===== config.mk =====
export PLATFORM = sky130hd
export DESIGN_NAME = serial_adder
export DESIGN_NICKNAME = d
export VERILOG_FILES = /design/src/rtl/serial_pkg.sv /design/src/rtl/full_adder.sv /design/src/rtl/serial_adder.sv
export SDC_FILE = /design/constraint.sdc
export NUM_CORES = 1
export LEC_CHECK = 0
export ABC_AREA = 1
export BUFFER_PORTS_ARGS = -buffer_cell sky130_fd_sc_hd__clkbuf_2
export CAP_MARGIN = 5
export CORE_MARGIN = 1
export CORE_UTILIZATION = 55
export CTS_CLUSTER_DIAMETER = 120
export DETAILED_ROUTE_END_ITERATION = 10
export PLACE_DENSITY = 0.79
export SYNTH_ARGS = -nofsm -noshare
export SYNTH_HDL_FRONTEND = slang
export SYNTH_SLANG_ARGS = --single-unit

===== constraint.sdc =====
create_clock -name clk -period 1.9 [get_ports clk]
set_input_delay 0.19 -clock clk [delete_from_list [all_inputs] [get_ports clk]]
set_output_delay 0.19 -clock clk [all_outputs]
set_load 0.005 [all_outputs]

===== src/rtl/serial_pkg.sv =====
// ---------------------------------------------------------------------------
// serial_pkg
// Shared constants for the bit-serial adder: FSM state encoding and the
// default operand width.
// ---------------------------------------------------------------------------
package serial_pkg;

    localparam int DEFAULT_WIDTH = 8;

    localparam logic [1:0] ST_IDLE = 2'd0;
    localparam logic [1:0] ST_RUN  = 2'd1;
    localparam logic [1:0] ST_DONE = 2'd2;

endpackage


===== src/rtl/full_adder.sv =====
// ---------------------------------------------------------------------------
// full_adder
// Single-bit full adder cell, purely combinational.
// Ports:
//   a, b  - operand bits
//   cin   - carry in
//   sum   - a ^ b ^ cin
//   cout  - majority(a, b, cin)
// ---------------------------------------------------------------------------
module full_adder (
    input  logic a,
    input  logic b,
    input  logic cin,
    output logic sum,
    output logic cout
);

    assign sum  = a ^ b ^ cin;
    assign cout = (a & b) | (a & cin) | (b & cin);

endmodule


===== src/rtl/serial_adder.sv =====
// ---------------------------------------------------------------------------
// serial_adder
// Bit-serial WIDTH-bit adder. Operands are accepted through a valid/ready
// handshake, added LSB first at one bit per clock through a single
// full_adder cell, and the WIDTH-bit sum plus carry-out are presented
// through a valid/ready output handshake.
//
// Ports:
//   clk        - system clock, rising edge
//   rst_n      - asynchronous active-low reset
//   in_valid   - a, b, cin (and sub) are valid
//   in_ready   - block can accept operands (high in IDLE)
//   a, b       - WIDTH-bit operands
//   cin        - carry into bit 0
//   sub        - (SERIAL_ADDER_SUB_EN only) 1 = compute a - b
//   out_valid  - sum/cout are valid (high in DONE)
//   out_ready  - consumer accepts the result
//   sum, cout  - result; held from DONE until the next result
//   busy       - high in RUN or DONE
//
// Optional feature macro: SERIAL_ADDER_SUB_EN adds the sub input. When sub
// is high at acceptance, b is inverted and the carry forced to 1 (cin is
// ignored), so the result is a - b and cout=1 means no borrow.
// ---------------------------------------------------------------------------
module serial_adder
    import serial_pkg::*;
#(
    parameter int WIDTH = DEFAULT_WIDTH
) (
    input  logic             clk,
    input  logic             rst_n,
    input  logic             in_valid,
    output logic             in_ready,
    input  logic [WIDTH-1:0] a,
    input  logic [WIDTH-1:0] b,
    input  logic             cin,
`ifdef SERIAL_ADDER_SUB_EN
    input  logic             sub,
`endif
    output logic             out_valid,
    input  logic             out_ready,
    output logic [WIDTH-1:0] sum,
    output logic             cout,
    output logic             busy
);

    localparam int CW = $clog2(WIDTH);
    localparam logic [CW-1:0] LAST_BIT = CW'(WIDTH - 1);

    logic [1:0]       state;
    logic [WIDTH-1:0] a_sh;
    logic [WIDTH-1:0] b_sh;
    // Only WIDTH-1 result bits need storing: the final bit goes straight
    // from the adder into sum on the RUN-to-DONE edge.
    logic [WIDTH-2:0] res_sh;
    logic             carry;
    logic [CW-1:0]    cnt;

    logic             fa_sum;
    logic             fa_cout;
    logic [WIDTH-1:0] b_load;
    logic             carry_load;

    // Operand conditioning at acceptance: subtraction is a + ~b + 1.
    // NOTE: every signal written in always_comb gets a default first, so no
    // path leaves it unassigned and no latch is inferred.
    always_comb begin
        b_load     = b;
        carry_load = cin;
`ifdef SERIAL_ADDER_SUB_EN
        if (sub) begin
            b_load     = ~b;
            carry_load = 1'b1;
        end
`endif
    end

    full_adder u_fa (
        .a    (a_sh[0]),
        .b    (b_sh[0]),
        .cin  (carry),
        .sum  (fa_sum),
        .cout (fa_cout)
    );

    assign in_ready  = (state == ST_IDLE);
    assign out_valid = (state == ST_DONE);
    assign busy      = (state == ST_RUN) || (state == ST_DONE);

    // NOTE: sequential state uses non-blocking assignments so every register
    // samples the pre-edge values, independent of statement order.
    always_ff @(posedge clk or negedge rst_n) begin
        if (!rst_n) begin
            state  <= ST_IDLE;
            a_sh   <= '0;
            b_sh   <= '0;
            res_sh <= '0;
            carry  <= 1'b0;
            cnt    <= '0;
            sum    <= '0;
            cout   <= 1'b0;
        end else begin
            case (state)
                ST_IDLE: begin
                    if (in_valid) begin
                        a_sh  <= a;
                        b_sh  <= b_load;
                        carry <= carry_load;
                        cnt   <= '0;
                        state <= ST_RUN;
                    end
                end

                ST_RUN: begin
                    a_sh   <= a_sh >> 1;
                    b_sh   <= b_sh >> 1;
                    res_sh <= (WIDTH-1)'({fa_sum, res_sh} >> 1);
                    carry  <= fa_cout;
                    if (cnt == LAST_BIT) begin
                        // Counter is left at its last value so it never wraps.
                        sum   <= {fa_sum, res_sh};
                        cout  <= fa_cout;
                        state <= ST_DONE;
                    end else begin
                        cnt <= cnt + CW'(1);
                    end
                end

                ST_DONE: begin
                    if (out_ready) begin
                        state <= ST_IDLE;
                    end
                end

                default: state <= ST_IDLE;
            endcase
        end
    end

endmodule


==> results of run 1 <==
[logic make-up after synthesis]
group / after synthesis
fa+ha+maj: 7
flops: 38
buf+inv: 24
compound gates: 14
simple gates: 140
[metrics by stage]
step | power [W] | instance area, um2
2_1_floorplan | 0.002390 | 1887
3_3_place_gp | 0.002577 | 2056
3_5_place_dp | 0.002612 | 2056
4_1_cts | 0.003345 | 2177
5_1_grt | 0.003609 | 2177
6_report | 0.003312 | 2177
[placed cells by master, fill, tap and decap left out]
| master | instances |
|---|---|
| sky130_fd_sc_hd__bufinv_16 | 2 |
| sky130_fd_sc_hd__nand2_2 | 21 |
| sky130_fd_sc_hd__nand3b_1 | 1 |
| sky130_fd_sc_hd__inv_2 | 2 |
| sky130_fd_sc_hd__inv_1 | 13 |
| sky130_fd_sc_hd__buf_4 | 4 |
| sky130_fd_sc_hd__clkbuf_2 | 32 |
| sky130_fd_sc_hd__dlygate4sd3_1 | 1 |
| sky130_fd_sc_hd__nand4_1 | 2 |
| sky130_fd_sc_hd__nand2_4 | 2 |
| sky130_fd_sc_hd__fa_1 | 1 |
| sky130_fd_sc_hd__ha_1 | 6 |
| sky130_fd_sc_hd__clkbuf_8 | 1 |
| sky130_fd_sc_hd__nand3_1 | 7 |
| sky130_fd_sc_hd__inv_8 | 1 |
| sky130_fd_sc_hd__clkbuf_4 | 5 |
| sky130_fd_sc_hd__nand2_1 | 106 |
| sky130_fd_sc_hd__dfrtp_1 | 38 |
| sky130_fd_sc_hd__o21ai_0 | 14 |
| sky130_fd_sc_hd__nand2_8 | 1 |
[registers in the layout, indices dropped and copies added, names as in the netlist]
register and flops:
b_sh 8, a_sh 8, carry 1, res_sh 7, cnt 3, sum 8
cout 1, state 2
[Yosys cell counts (2+ instances only)]
cell                      count
sky130_fd_sc_hd__ha_1         6
sky130_fd_sc_hd__dfrtp_1     38
sky130_fd_sc_hd__nand2_4      2
sky130_fd_sc_hd__buf_6        3
sky130_fd_sc_hd__inv_1       13
sky130_fd_sc_hd__nand4_1      2
sky130_fd_sc_hd__buf_2        3
sky130_fd_sc_hd__nand3_1      7
sky130_fd_sc_hd__inv_2        2
sky130_fd_sc_hd__o21ai_0     14
sky130_fd_sc_hd__nand2_2     21
sky130_fd_sc_hd__nand2_1    106
[worst paths after layout]
kind                                      start             endpoint  slack (ns)  cells after the start
min                                        b[7]  b_sh[7]$_DFFE_PN0P_        0.07                      3
max reg2reg                state[1]$_DFFE_PN0P_   cnt[0]$_DFFE_PN0P_        0.36                      7
min in group asynchronous                 rst_n   sum[3]$_DFFE_PN0P_        0.42                      3
max in group asynchronous                 rst_n  b_sh[3]$_DFFE_PN0P_        1.15                      3
max                        state[1]$_DFFE_PN0P_   cnt[0]$_DFFE_PN0P_        0.36                      7
min reg2reg                 b_sh[3]$_DFFE_PN0P_  b_sh[3]$_DFFE_PN0P_        0.48                      2
[power by group through the flow]
stage	combinational, W	clock [W]	sequential [W]
6_report	0.00131	0.000722	0.00128
4_1_cts	0.00133	0.000734	0.00128
5_1_grt	0.00152	0.000772	0.00132
3_3_place_gp	0.00128	0	0.00129
2_1_floorplan	0.00113	0	0.00126
3_5_place_dp	0.00132	0	0.00130
[routing by layer]
| layer | vias to the layer above | routed length (um) | share of wire | track usage |
|---|---|---|---|---|
| met5 | - | 0 | 0 | 0 |
| met2 | 24 | 1469 | 0.45 | 0.3014 |
| met1 | 658 | 1604 | 0.49 | 0.2953 |
| met3 | 6 | 139 | 0.042 | 0.06397 |
| met4 | 0 | 62 | 0.019 | 0.08766 |
| li1 | 751 | - | - | - |
[layout make-up]
class | instances | share of cell area
clock buffer | 6 | 0.02356
inverter | 16 | 0.03103
tap | 44 | 0.02529
clock inverter | 2 | 0.02759
multi-input combinational | 161 | 0.3638
timing repair buffer | 37 | 0.09195
sequential | 38 | 0.4368
[worst reg2reg max path, cell delays in order, from the launching register on]
cell,delay (ns)
sky130_fd_sc_hd__dfrtp_1,0.42
sky130_fd_sc_hd__inv_1,0.10
sky130_fd_sc_hd__ha_1,0.38
sky130_fd_sc_hd__nand2_4,0.11
sky130_fd_sc_hd__nand2_8,0.15
sky130_fd_sc_hd__nand2_1,0.11
sky130_fd_sc_hd__nand2_1,0.09
sky130_fd_sc_hd__nand2_1,0.06
==> results summary, run 1 <==
The flow ran to the end, and the final reports show no timing, DRC or antenna violations. The final clock period utilization by the worst path is 0.8114. In the routed design, unresolved DRC markers number 0. The biggest area contributor in the post-synthesis netlist is sky130_fd_sc_hd__dfrtp_1.

The buffer levels on the longest clock path is 2. After synthesis, the largest family of logic cells by area is simple AND/OR/NAND/NOR gates. Summing over every cut layer, the via total after detailed routing is 1439. The slowest stage of the critical path is the sky130_fd_sc_hd__dfrtp_1 cell. The buffering stage count on the worst path with inverters included is 1.

In this run the tightest slew margin relative to its limit is 0.6871. The core outline area came out at 3153 um2. The effective utilization at floorplan is 0.5984.

The endpoint required time on the critical path came out at 2.16 ns. The H-tree depth reported by CTS came out at 2. The final antenna-violating net count came out at 0. The path type of the worst setup path is reg -> reg. The height of the chip is 60.57 um. The number of setup violations in the final report came out at 0. The final clock skew came out at 0.01077 ns. Timing would allow up to 648.7 MHz. Before antenna repair, the detailed router went through 4 iterations. After synthesis, the cell types taking the most area are sky130_fd_sc_hd__dfrtp_1 (50%), sky130_fd_sc_hd__nand2_1 (21%), sky130_fd_sc_hd__nand2_2 (7.0%), sky130_fd_sc_hd__ha_1 (4.0%), sky130_fd_sc_hd__o21ai_0 (3.7%). The average wire per standard cell is 10.77 um. The number of CTS-inserted buffers is 5. The clock period could shrink to 1.542 ns. The detailed router finished its first iteration with 66 violations. The delay of the slowest cell on the worst path came out at 0.42 ns.

Setup slack closes at 0.3584 ns. The share of synthesized cell area in full adder, half adder and majority cells is 0.05040. The worst setup path is captured at a register.

The register clock-pin slew on the reported worst setup and hold paths is 0.12 ns. The total congestion overflow after global routing came out at 0. The synthesis-stage register bit count is 38. TritonCTS built the clock tree. The total half-perimeter wirelength after legalization and detailed placement is 2.232 mm.

Of the total synthesized cell area, the portion taken by XOR and XNOR cells is 0. The number of distinct library cells after synthesis came out at 18. The worst endpoint data arrival time is 1.80 ns. The clock share of power came out at 0.218. The number of max-cap violations is 0.

The most common cell type on the critical path is sky130_fd_sc_hd__nand2_1. The share of the yosys chip area belonging to registers came out at 0.5040. The post-synthesis simple-gate area fraction came out at 0.3322. Timing analysis after detailed placement gives a worst setup slack of 0.3841 ns. Row generation in the floorplan step produced 20 rows. Dividing the detail-routed via count by the number of cells gives 4.734.

Once layout is complete, the utilization of the core stands at 0.6905. In the synthesized netlist the dominant register cell turns out to be sky130_fd_sc_hd__dfrtp_1. The first global-routing pass estimated 5.492 mm of wire. Fill cells in the final layout number 272. The largest net degree at the start of global routing is 39. The mean area per synthesized cell is 8.461 um2. The count of cells in the finished layout, fillers not included, comes to 304.

Post-CTS repair changed the size of 0 cells. Of the post-synthesis cell area, the dominant cell type holds 0.5040. The number of global-route vias before repair is 1242. The number of cells in the design after placement is 295. The summed negative setup slack over all endpoints came out at 0 ns. The worst-path maximum fanout is 19. The cell-internal power is 0.002033 W. The overall die width is 60.57 um. The share of layout cells above drive strength 1 came out at 0.2731.

The peak supply drop came out at 0.9408 mV. The gate count of the mapped netlist is 223. The cts-stage hold buffer count is 1. The final-report max-slew violation count is 0. Measured against the total synthesized area, the mux share comes to 0. The number of nets produced by synthesis came out at 251. Grouping stages by cell kind, the critical path spends the most delay in simple AND/OR/NAND/NOR gates.

The total standard cell area after synthesis is 1887 um2. The min-delay analysis places its worst path in the category in -> reg. During placement, the flow inserted port buffers numbering 32. The total length of routed wires is 3.274 mm. The transition time of the tightest slew-check pin is 0.4694 ns. The number of endpoints with negative hold slack in the final report came to 0. The net count of the finished layout is 287.

The area growth from synthesis to final layout is 15.38%. The clock net sink count came out at 38. The placer congestion estimate is 0.7333.

The share of total power dissipated in combinational logic is 0.394. Setup repair after global routing left no endpoint under its margin. The floorplan step defined a die boundary enclosing 3669 um2. The area used by sequential logic in the layout came out at 950.9 um2. The worst setup path is launched from a register. The clock insertion delay at the later pin of the skew report came out at 0.36 ns.

In this run the count of I/O pins placed on the die edge is 33. Of the total power, the share spent switching nets is 0.3860. The cell sitting at the root of the clock tree is a sky130_fd_sc_hd__clkbuf_4. In this run the post-CTS setup repair buffer count came out at 0. The fraction of the mapped netlist area in compound gates came to 0.03714.

Walking the worst path, the cells encountered are inv_1 -> ha_1 -> nand2_4 -> nand2_8 -> nand2_1 -> nand2_1 -> nand2_1. The worst-case hold slack is 0.06761 ns. The leakage power is 1.235 nW.

The count of flip-flops with a built-in enable after synthesis came out at 0. The number of warnings reported in the yosys synthesis log came out at 0. The initial antenna violation count was 0.

The overall global routing resource usage is 0.2094. The area of the multi-input gates is 792.0 um2. In this run the power density over the cells is 1521 nW/um2. The fraction of registers with async set or reset after synthesis is 1.000. The switching power of the nets came out at 0.001278 W.

The number of antenna diodes came out at 0. Of the total power, registers draw 0.388.
Note: power is estimated with default switching activity, not from simulation.
==> inputs of run 2 (changes only) <==
--- a/config.mk
+++ b/config.mk
@@ -9,10 +9,10 @@
 export BUFFER_PORTS_ARGS = -buffer_cell sky130_fd_sc_hd__clkbuf_2
 export CAP_MARGIN = 5
 export CORE_MARGIN = 1
-export CORE_UTILIZATION = 55
+export CORE_UTILIZATION = 50
 export CTS_CLUSTER_DIAMETER = 120
 export DETAILED_ROUTE_END_ITERATION = 10
-export PLACE_DENSITY = 0.79
+export PLACE_DENSITY = 0.75
 export SYNTH_ARGS = -nofsm -noshare
 export SYNTH_HDL_FRONTEND = slang
 export SYNTH_SLANG_ARGS = --single-unit
==> constraint.sdc (replaced) <==
create_clock -name clk -period 1.3 [get_ports clk]
set_input_delay 0.13 -clock clk [delete_from_list [all_inputs] [get_ports clk]]
set_output_delay 0.13 -clock clk [all_outputs]
set_load 0.005 [all_outputs]
==> results summary, run 2 (synthesis gave the netlist of run 1 again) <==
Result of the run: complete, but fails checks (was completed). The checks that failed: setup timing. The average wire per standard cell was 11.73 um (was 10.77 um). The buffering stage count on the worst path with inverters included came to 4 (was 1). The most common cell type on the critical path is sky130_fd_sc_hd__nand2_2 (was sky130_fd_sc_hd__nand2_1). The net total in the final layout is 297 (was 287).

The clock insertion delay at the later pin of the skew report is 0.29 ns (was 0.36 ns). The global-route wire length before repair is 6.244 mm (was 5.492 mm). The global-route track usage on met2 came out at 0.3444 (was 0.3014). The class of the most critical hold timing path is in -> reg (unchanged). The number of antenna diodes is 0 (unchanged). The busiest layer in global routing is met2 (unchanged). The cell at the slowest stage of the critical path is sky130_fd_sc_hd__dfrtp_1 (unchanged). RSZ-0062 raised after global routing: yes (was no). The number of search-and-repair iterations in the first detailed-routing pass came out at 4 (unchanged).

The setup slack of the critical path after layout is -0.03914 ns (was 0.3584 ns). The critical path endpoint category is a register (unchanged). The path type of the worst setup path is reg -> reg (unchanged). The core outline area was 3468 um2 (was 3153 um2). The total placed instance area came to 2178 um2 (was 2056 um2). The placement-stage worst setup slack came out at -0.03749 ns (was 0.3841 ns). The height of the chip is 63.43 um (was 60.57 um).

The total length of routed wires came out at 3.706 mm (was 3.274 mm). The count of pins on the block boundary is 33 (unchanged). The commonest non-fill, non-tap cell in the layout is sky130_fd_sc_hd__nand2_1 (unchanged). The effective utilization at floorplan is 0.5440 (was 0.5984). The power density normalized to cell area came out at 2228 nW/um2 (was 1521 nW/um2). The maximum clock frequency came to 746.8 MHz (was 648.7 MHz).

The total congestion overflow after global routing is 0 (unchanged). The delay of the slowest cell on the worst path is 0.43 ns (was 0.42 ns). The routing usage on met3 is 0.05797 (was 0.06397). Largest regs: a_sh x8, b_sh x8, sum x8 (unchanged). The buffer levels on the longest clock path is 2 (unchanged). The number of endpoints with negative hold slack in the final report came to 0 (unchanged). Top library cells by usage in the layout, fill and taps aside: sky130_fd_sc_hd__nand2_1 (86), sky130_fd_sc_hd__dfrtp_1 (38), sky130_fd_sc_hd__nand2_2 (33), sky130_fd_sc_hd__clkbuf_2 (31), sky130_fd_sc_hd__o21ai_0 (13) (was sky130_fd_sc_hd__nand2_1 (106), sky130_fd_sc_hd__dfrtp_1 (38), sky130_fd_sc_hd__clkbuf_2 (32), sky130_fd_sc_hd__nand2_2 (21), sky130_fd_sc_hd__o21ai_0 (14)). The clock tree from TritonCTS is built (unchanged). The full die area came out at 4023 um2 (was 3669 um2).

The peak supply drop is 1.320 mV (was 0.9408 mV). The final clock skew is 0.005371 ns (was 0.01077 ns). The met1 track demand over resource in global routing came out at 0.2333 (was 0.2953).

The cell count of the worst reg-to-reg path came to 9 (was 7). The placer congestion estimate is 0.7504 (was 0.7333). The area growth from synthesis to final layout came out at 28.91% (was 15.38%).

The site row count came out at 21 (was 20). The worst-case hold slack came out at 0.05999 ns (was 0.06761 ns). The clock net sink count is 38 (unchanged).

The worst endpoint data arrival time came to 1.52 ns (was 1.80 ns). The number of setup violations in the final report came out at 16 (was 0). The total non-filler cell area in the finished layout was 2432 um2 (was 2177 um2). The overall global routing resource usage is 0.2022 (was 0.2094).

The depth of the worst hold-timing path is 3 (unchanged). The number of max-cap violations came out at 0 (unchanged). The transition time of the tightest slew-check pin was 0.4722 ns (was 0.4694 ns). The type of origin of the critical path was a register (unchanged). The initial antenna violation count came out at 0 (unchanged). The H-tree depth reported by CTS came out at 2 (unchanged).

The utilization of the core after routing came out at 0.7013 (was 0.6905). The number of buffer cells added on primary ports came to 32 (unchanged). The normalized max-slew margin is 0.6852 (was 0.6871). The final antenna-violating net count is 0 (unchanged). The total DRC errors in the routed layout came to 0 (unchanged). The clock tree root driver cell was sky130_fd_sc_hd__clkbuf_8 (was sky130_fd_sc_hd__clkbuf_4).

The endpoint required time on the critical path is 1.49 ns (was 2.16 ns). The number of vias after detailed routing came out at 1539 (was 1439). The number of CTS-inserted buffers came to 5 (unchanged).

The shortest period the worst path allows came out at 1.339 ns (was 1.542 ns). The gate family responsible for the most delay along the worst path is flip-flops (was simple AND/OR/NAND/NOR gates). The overall die width is 63.43 um (was 60.57 um). The final clock period utilization by the worst path is 1.030 (was 0.8114). The leakage power was 1.349 nW (was 1.235 nW).

The largest net degree at the start of global routing came out at 39 (unchanged). The final-report max-slew violation count is 0 (unchanged). The register clock-pin slew on the reported worst setup and hold paths came to 0.08 ns (was 0.12 ns).

The count of routing violations after the opening detailed-route iteration came to 64 (was 66). The total half-perimeter wirelength after legalization and detailed placement came to 2.369 mm (was 2.232 mm). The depth of the critical timing path with buffers and inverters included is 9 (was 7). The routed via count divided by cell count came to 4.870 (was 4.734). The number of global-route vias before repair is 1493 (was 1242).

Series of cell instances along the critical path: inv_2 -> ha_4 -> buf_6 -> inv_4 -> nand2_4 -> nand2_8 -> buf_12 -> nand2_2 -> nand2_2 (was inv_1 -> ha_1 -> nand2_4 -> nand2_8 -> nand2_1 -> nand2_1 -> nand2_1). The worst-path maximum fanout is 7 (was 19). The share of layout cells above drive strength 1 came out at 0.4000 (was 0.2731).
run 2: changes by cell type in the layout (fill, tap and decap cells not counted), sizes merged:
cell | before | now
buf | 4 | 15
clkinvlp | 0 | 1
clkbuf | 38 | 37
clkinv | 0 | 1
bufinv | 2 | 0
run 2: metal layers:
| layer | vias up | routed length, um |
|---|---|---|
| met3 | 9 | 163 |
| met2 | 43 | 1882 |
| met4 | 0 | 79 |
| li1 | 775 | - |
| met1 | 712 | 1582 |
| met5 | - | 0 |
run 2: final cells by class:
type	count	area [um2]
Fill cell	288	1036
Sequential cell	38	950.9
Multi-Input combinational cell	161	917.1
Timing Repair Buffer	47	339.1
Clock buffer	6	82.58
Inverter	16	72.57
Tap cell	46	57.56
Clock inverter	2	12.51
run 2: final timing paths:
path	start	end	slack, ns
worst max register to register	state[0]$_DFFE_PN0P_	a_sh[4]$_DFFE_PN0P_	-0.04
min in group asynchronous	rst_n	sum[2]$_DFFE_PN0P_	0.42
worst min-delay path	b[7]	b_sh[7]$_DFFE_PN0P_	0.06
max in group asynchronous	rst_n	b_sh[6]$_DFFE_PN0P_	0.55
worst min register to register	sum[7]$_DFFE_PN0P_	sum[7]$_DFFE_PN0P_	0.48
worst max-delay path	state[0]$_DFFE_PN0P_	a_sh[4]$_DFFE_PN0P_	-0.04
run 2: stage by stage:
stage	total power (W)	TNS, ns	std cells
detailed placement	0.004139	-0.3641	306
CTS	0.005337	-0.4855	316
global route	0.005817	-1.945	316
global placement	0.004066	0	306
finish	0.005419	-0.4186	316
floorplan	0.003501	0	223
run 2: power breakdown:
group	leakage (nW)	internal, W	switching (W)
clock	0.0472	0.000426	0.000419
sequential	0.495	0.00162	0.000271
combinational	0.807	0.00116	0.00152
total	1.35	0.00321	0.00221
run 2: worst min-delay path: stages:
cell and delay, ns:
sky130_fd_sc_hd__clkbuf_2 0.09, sky130_fd_sc_hd__nand3_2 0.06, sky130_fd_sc_hd__nand2_1 0.04
run 2: what timing repair did:
action / CTS / global route
setup endpoints to repair: 24 / 32
pin swaps: 21 / 4
cloned: 0 / 0
hold buffers: 1 / 0
gates resized for setup: 32 / 10
buffers inserted: 2 / 1
hold endpoints to repair: 38 / 0
==> inputs of run 3 (changes only) <==
--- a/config.mk
+++ b/config.mk
@@ -16,3 +16,4 @@
 export SYNTH_ARGS = -nofsm -noshare
 export SYNTH_HDL_FRONTEND = slang
 export SYNTH_SLANG_ARGS = --single-unit
+export TNS_END_PERCENT = 30
==> results summary, run 3 (synthesis gave the netlist of run 1 again) <==
Result of the run: complete, but fails checks (unchanged). Failing checks: setup timing (unchanged). The shortest period the worst path allows came out at 1.340 ns (was 1.339 ns). The area growth from synthesis to final layout came to 29.77% (was 28.91%). The final antenna-violating net count is 0 (unchanged). The number of vias after detailed routing is 1533 (was 1539).

The path type of the worst setup path is reg -> reg (unchanged). The count of pins on the block boundary is 33 (unchanged). The maximum clock frequency came out at 746.5 MHz (was 746.8 MHz).

The clock tree from TritonCTS is built (unchanged). The worst reg2reg path startpoint is state[0]$_DFFE_PN0P_ (unchanged). The final clock period utilization by the worst path came out at 1.030 (about the same).

The number of max-cap violations came to 0 (unchanged). The met1 track demand over resource in global routing came out at 0.2333 (unchanged). The endpoint of the most critical register-to-register path is a_sh[4]$_DFFE_PN0P_ (unchanged).

The clock tree root driver cell is sky130_fd_sc_hd__clkbuf_8 (unchanged). The net total in the final layout came out at 298 (was 297). The cell count of the worst reg-to-reg path was 9 (unchanged). The register clock-pin slew on the reported worst setup and hold paths came out at 0.07 ns (was 0.08 ns). The global-route wire length before repair came out at 6.161 mm (was 6.244 mm). Largest regs: a_sh x8, b_sh x8, sum x8 (unchanged). The hold path startpoint is b[7] (unchanged). RSZ-0062 raised after global routing: yes (unchanged). The busiest layer in global routing is met2 (unchanged). The buffer levels on the longest clock path is 2 (unchanged).

The minimum setup slack among reg-to-reg paths was -0.04 ns (about the same). The final-report max-slew violation count came out at 0 (unchanged). The placer congestion estimate is 0.7504 (unchanged). The total length of routed wires is 3.666 mm (was 3.706 mm). The utilization of the core after routing came to 0.7060 (was 0.7013). The core outline area came out at 3468 um2 (unchanged). The setup slack of the critical path after layout came out at -0.03958 ns (was -0.03914 ns).

The worst endpoint data arrival time is 1.53 ns (was 1.52 ns). The total placed instance area is 2178 um2 (unchanged). The critical path endpoint category was a register (unchanged). Top library cells by usage in the layout, fill and taps aside: sky130_fd_sc_hd__nand2_1 (87), sky130_fd_sc_hd__dfrtp_1 (38), sky130_fd_sc_hd__nand2_2 (34), sky130_fd_sc_hd__clkbuf_2 (31), sky130_fd_sc_hd__o21ai_0 (13) (was sky130_fd_sc_hd__nand2_1 (86), sky130_fd_sc_hd__dfrtp_1 (38), sky130_fd_sc_hd__nand2_2 (33), sky130_fd_sc_hd__clkbuf_2 (31), sky130_fd_sc_hd__o21ai_0 (13)). The normalized max-slew margin is 0.6829 (was 0.6852). The power density normalized to cell area came out at 2220 nW/um2 (was 2228 nW/um2).

The share of layout cells above drive strength 1 is 0.4096 (was 0.4000). The worst-path maximum fanout came out at 7 (unchanged). The total congestion overflow after global routing came to 0 (unchanged).

The endpoint required time on the critical path came to 1.49 ns (about the same). The count of routing violations after the opening detailed-route iteration is 50 (was 64). The site row count was 21 (unchanged). The transition time of the tightest slew-check pin came out at 0.4756 ns (was 0.4722 ns).

The number of buffer cells added on primary ports came out at 32 (unchanged). The number of CTS-inserted buffers is 5 (unchanged). The routed via count divided by cell count was 4.836 (was 4.870). The number of global-route vias before repair is 1462 (was 1493). The clock insertion delay at the later pin of the skew report is 0.29 ns (about the same). The peak supply drop is 1.291 mV (was 1.320 mV). The H-tree depth reported by CTS came to 2 (unchanged). The routing usage on met3 came out at 0.05616 (was 0.05797). The number of antenna diodes is 0 (unchanged). The global-route track usage on met2 came out at 0.3391 (was 0.3444). The total DRC errors in the routed layout is 0 (unchanged). The placement-stage worst setup slack came to -0.03749 ns (unchanged). The effective utilization at floorplan is 0.5440 (unchanged). The power consumption came out at 0.005436 W (was 0.005419 W). The depth of the worst hold-timing path came out at 3 (unchanged). The total half-perimeter wirelength after legalization and detailed placement was 2.369 mm (unchanged). The class of the most critical hold timing path is in -> reg (unchanged). The final clock skew came out at 0.004382 ns (was 0.005371 ns). The initial antenna violation count is 0 (unchanged). The number of search-and-repair iterations in the first detailed-routing pass came out at 4 (unchanged). The commonest non-fill, non-tap cell in the layout was sky130_fd_sc_hd__nand2_1 (unchanged). The final-layout fill cell count is 282 (was 288). The total non-filler cell area in the finished layout came out at 2449 um2 (was 2432 um2). The leakage power was 1.342 nW (was 1.349 nW). The average wire per standard cell is 11.56 um (was 11.73 um).

The overall global routing resource usage is 0.1995 (was 0.2022). The endpoint of the worst hold-timing path is b_sh[7]$_DFFE_PN0P_ (unchanged). The overall die width came to 63.43 um (unchanged). The type of origin of the critical path is a register (unchanged). The largest net degree at the start of global routing came to 39 (unchanged). The height of the chip is 63.43 um (unchanged). The number of endpoints with negative hold slack in the final report was 0 (unchanged).

The clock net sink count came out at 38 (unchanged). The full die area is 4023 um2 (unchanged). The number of setup violations in the final report is 16 (unchanged).
==> run 3: cell types whose count changed in the layout (fill, tap and decap cells not counted) <==
cell / change
sky130_fd_sc_hd__nand2_2: +1
sky130_fd_sc_hd__nand2_4: -2
sky130_fd_sc_hd__buf_6: +1
sky130_fd_sc_hd__nand2_1: +1
sky130_fd_sc_hd__ha_4: +1
sky130_fd_sc_hd__nand3_1: -1
sky130_fd_sc_hd__inv_1: -1
sky130_fd_sc_hd__nand3_2: +1
sky130_fd_sc_hd__inv_2: +1
sky130_fd_sc_hd__ha_1: -1
==> run 3: worst max path at each step <==
stage                               from                  end  cells after the start
floorplan           state[0]$_DFFE_PN0P_    carry$_DFFE_PN0P_                      8
global placement    state[0]$_DFFE_PN0P_  a_sh[1]$_DFFE_PN0P_                      7
detailed placement  state[0]$_DFFE_PN0P_  a_sh[5]$_DFFE_PN0P_                      7
finish              state[0]$_DFFE_PN0P_  a_sh[4]$_DFFE_PN0P_                      9
global route        state[0]$_DFFE_PN0P_  a_sh[2]$_DFFE_PN0P_                      9
CTS                 state[0]$_DFFE_PN0P_  a_sh[0]$_DFFE_PN0P_                      9
==> run 3: critical path, cell delays in order, from the launching register on <==
cell                      delay [ns]
sky130_fd_sc_hd__dfrtp_1        0.42
sky130_fd_sc_hd__inv_2          0.10
sky130_fd_sc_hd__ha_4           0.15
sky130_fd_sc_hd__buf_6          0.11
sky130_fd_sc_hd__inv_4          0.03
sky130_fd_sc_hd__nand2_4        0.07
sky130_fd_sc_hd__nand2_8        0.09
sky130_fd_sc_hd__buf_12         0.16
sky130_fd_sc_hd__nand2_2        0.06
sky130_fd_sc_hd__nand2_2        0.04
==> run 3: what timing repair did <==
action,in CTS,in global routing
hold buffers,1,0
buffers inserted,2,1
pin swaps,16,5
resized for setup,29,15
setup endpoints to repair,24,32
hold endpoints to repair,38,0
==> run 3: power by group <==
part	switching [W]	total (W)	internal, W	leakage (nW)
clock network	0.000419	0.000845	0.000426	0.0472
logic	0.00150	0.00269	0.00119	0.800
registers	0.000282	0.00190	0.00162	0.495
==> run 3: stage by stage <==
| step | std cells | TNS [ns] | hold slack [ns] |
|---|---|---|---|
| 3_3_place_gp | 306 | 0 | 0.2032 |
| 3_5_place_dp | 306 | -0.3641 | 0.2102 |
| 5_1_grt | 317 | -1.876 | 0.06634 |
| 4_1_cts | 316 | -0.5151 | 0.05502 |
| 2_1_floorplan | 223 | 0 | -0.1656 |
| 6_report | 317 | -0.4426 | 0.06137 |
==> run 3: layer usage <==
| layer | vias to the layer above | part of all wire |
|---|---|---|
| li1 | 777 | - |
| met1 | 709 | 0.42 |
| met2 | 38 | 0.52 |
| met3 | 9 | 0.041 |
| met4 | 0 | 0.022 |
| met5 | - | 0 |
==> run 3: cell type report <==
| cell class | instances | area, um2 | share of cell area |
|---|---|---|---|
| Clock buffer | 6 | 82.58 | 0.03373 |
| Clock inverter | 2 | 12.51 | 0.005110 |
| Inverter | 16 | 72.57 | 0.02964 |
| Multi-Input combinational cell | 161 | 922.1 | 0.3766 |
| Sequential cell | 38 | 950.9 | 0.3883 |
| Tap cell | 46 | 57.56 | 0.02351 |
| Timing Repair Buffer | 48 | 350.3 | 0.1431 |
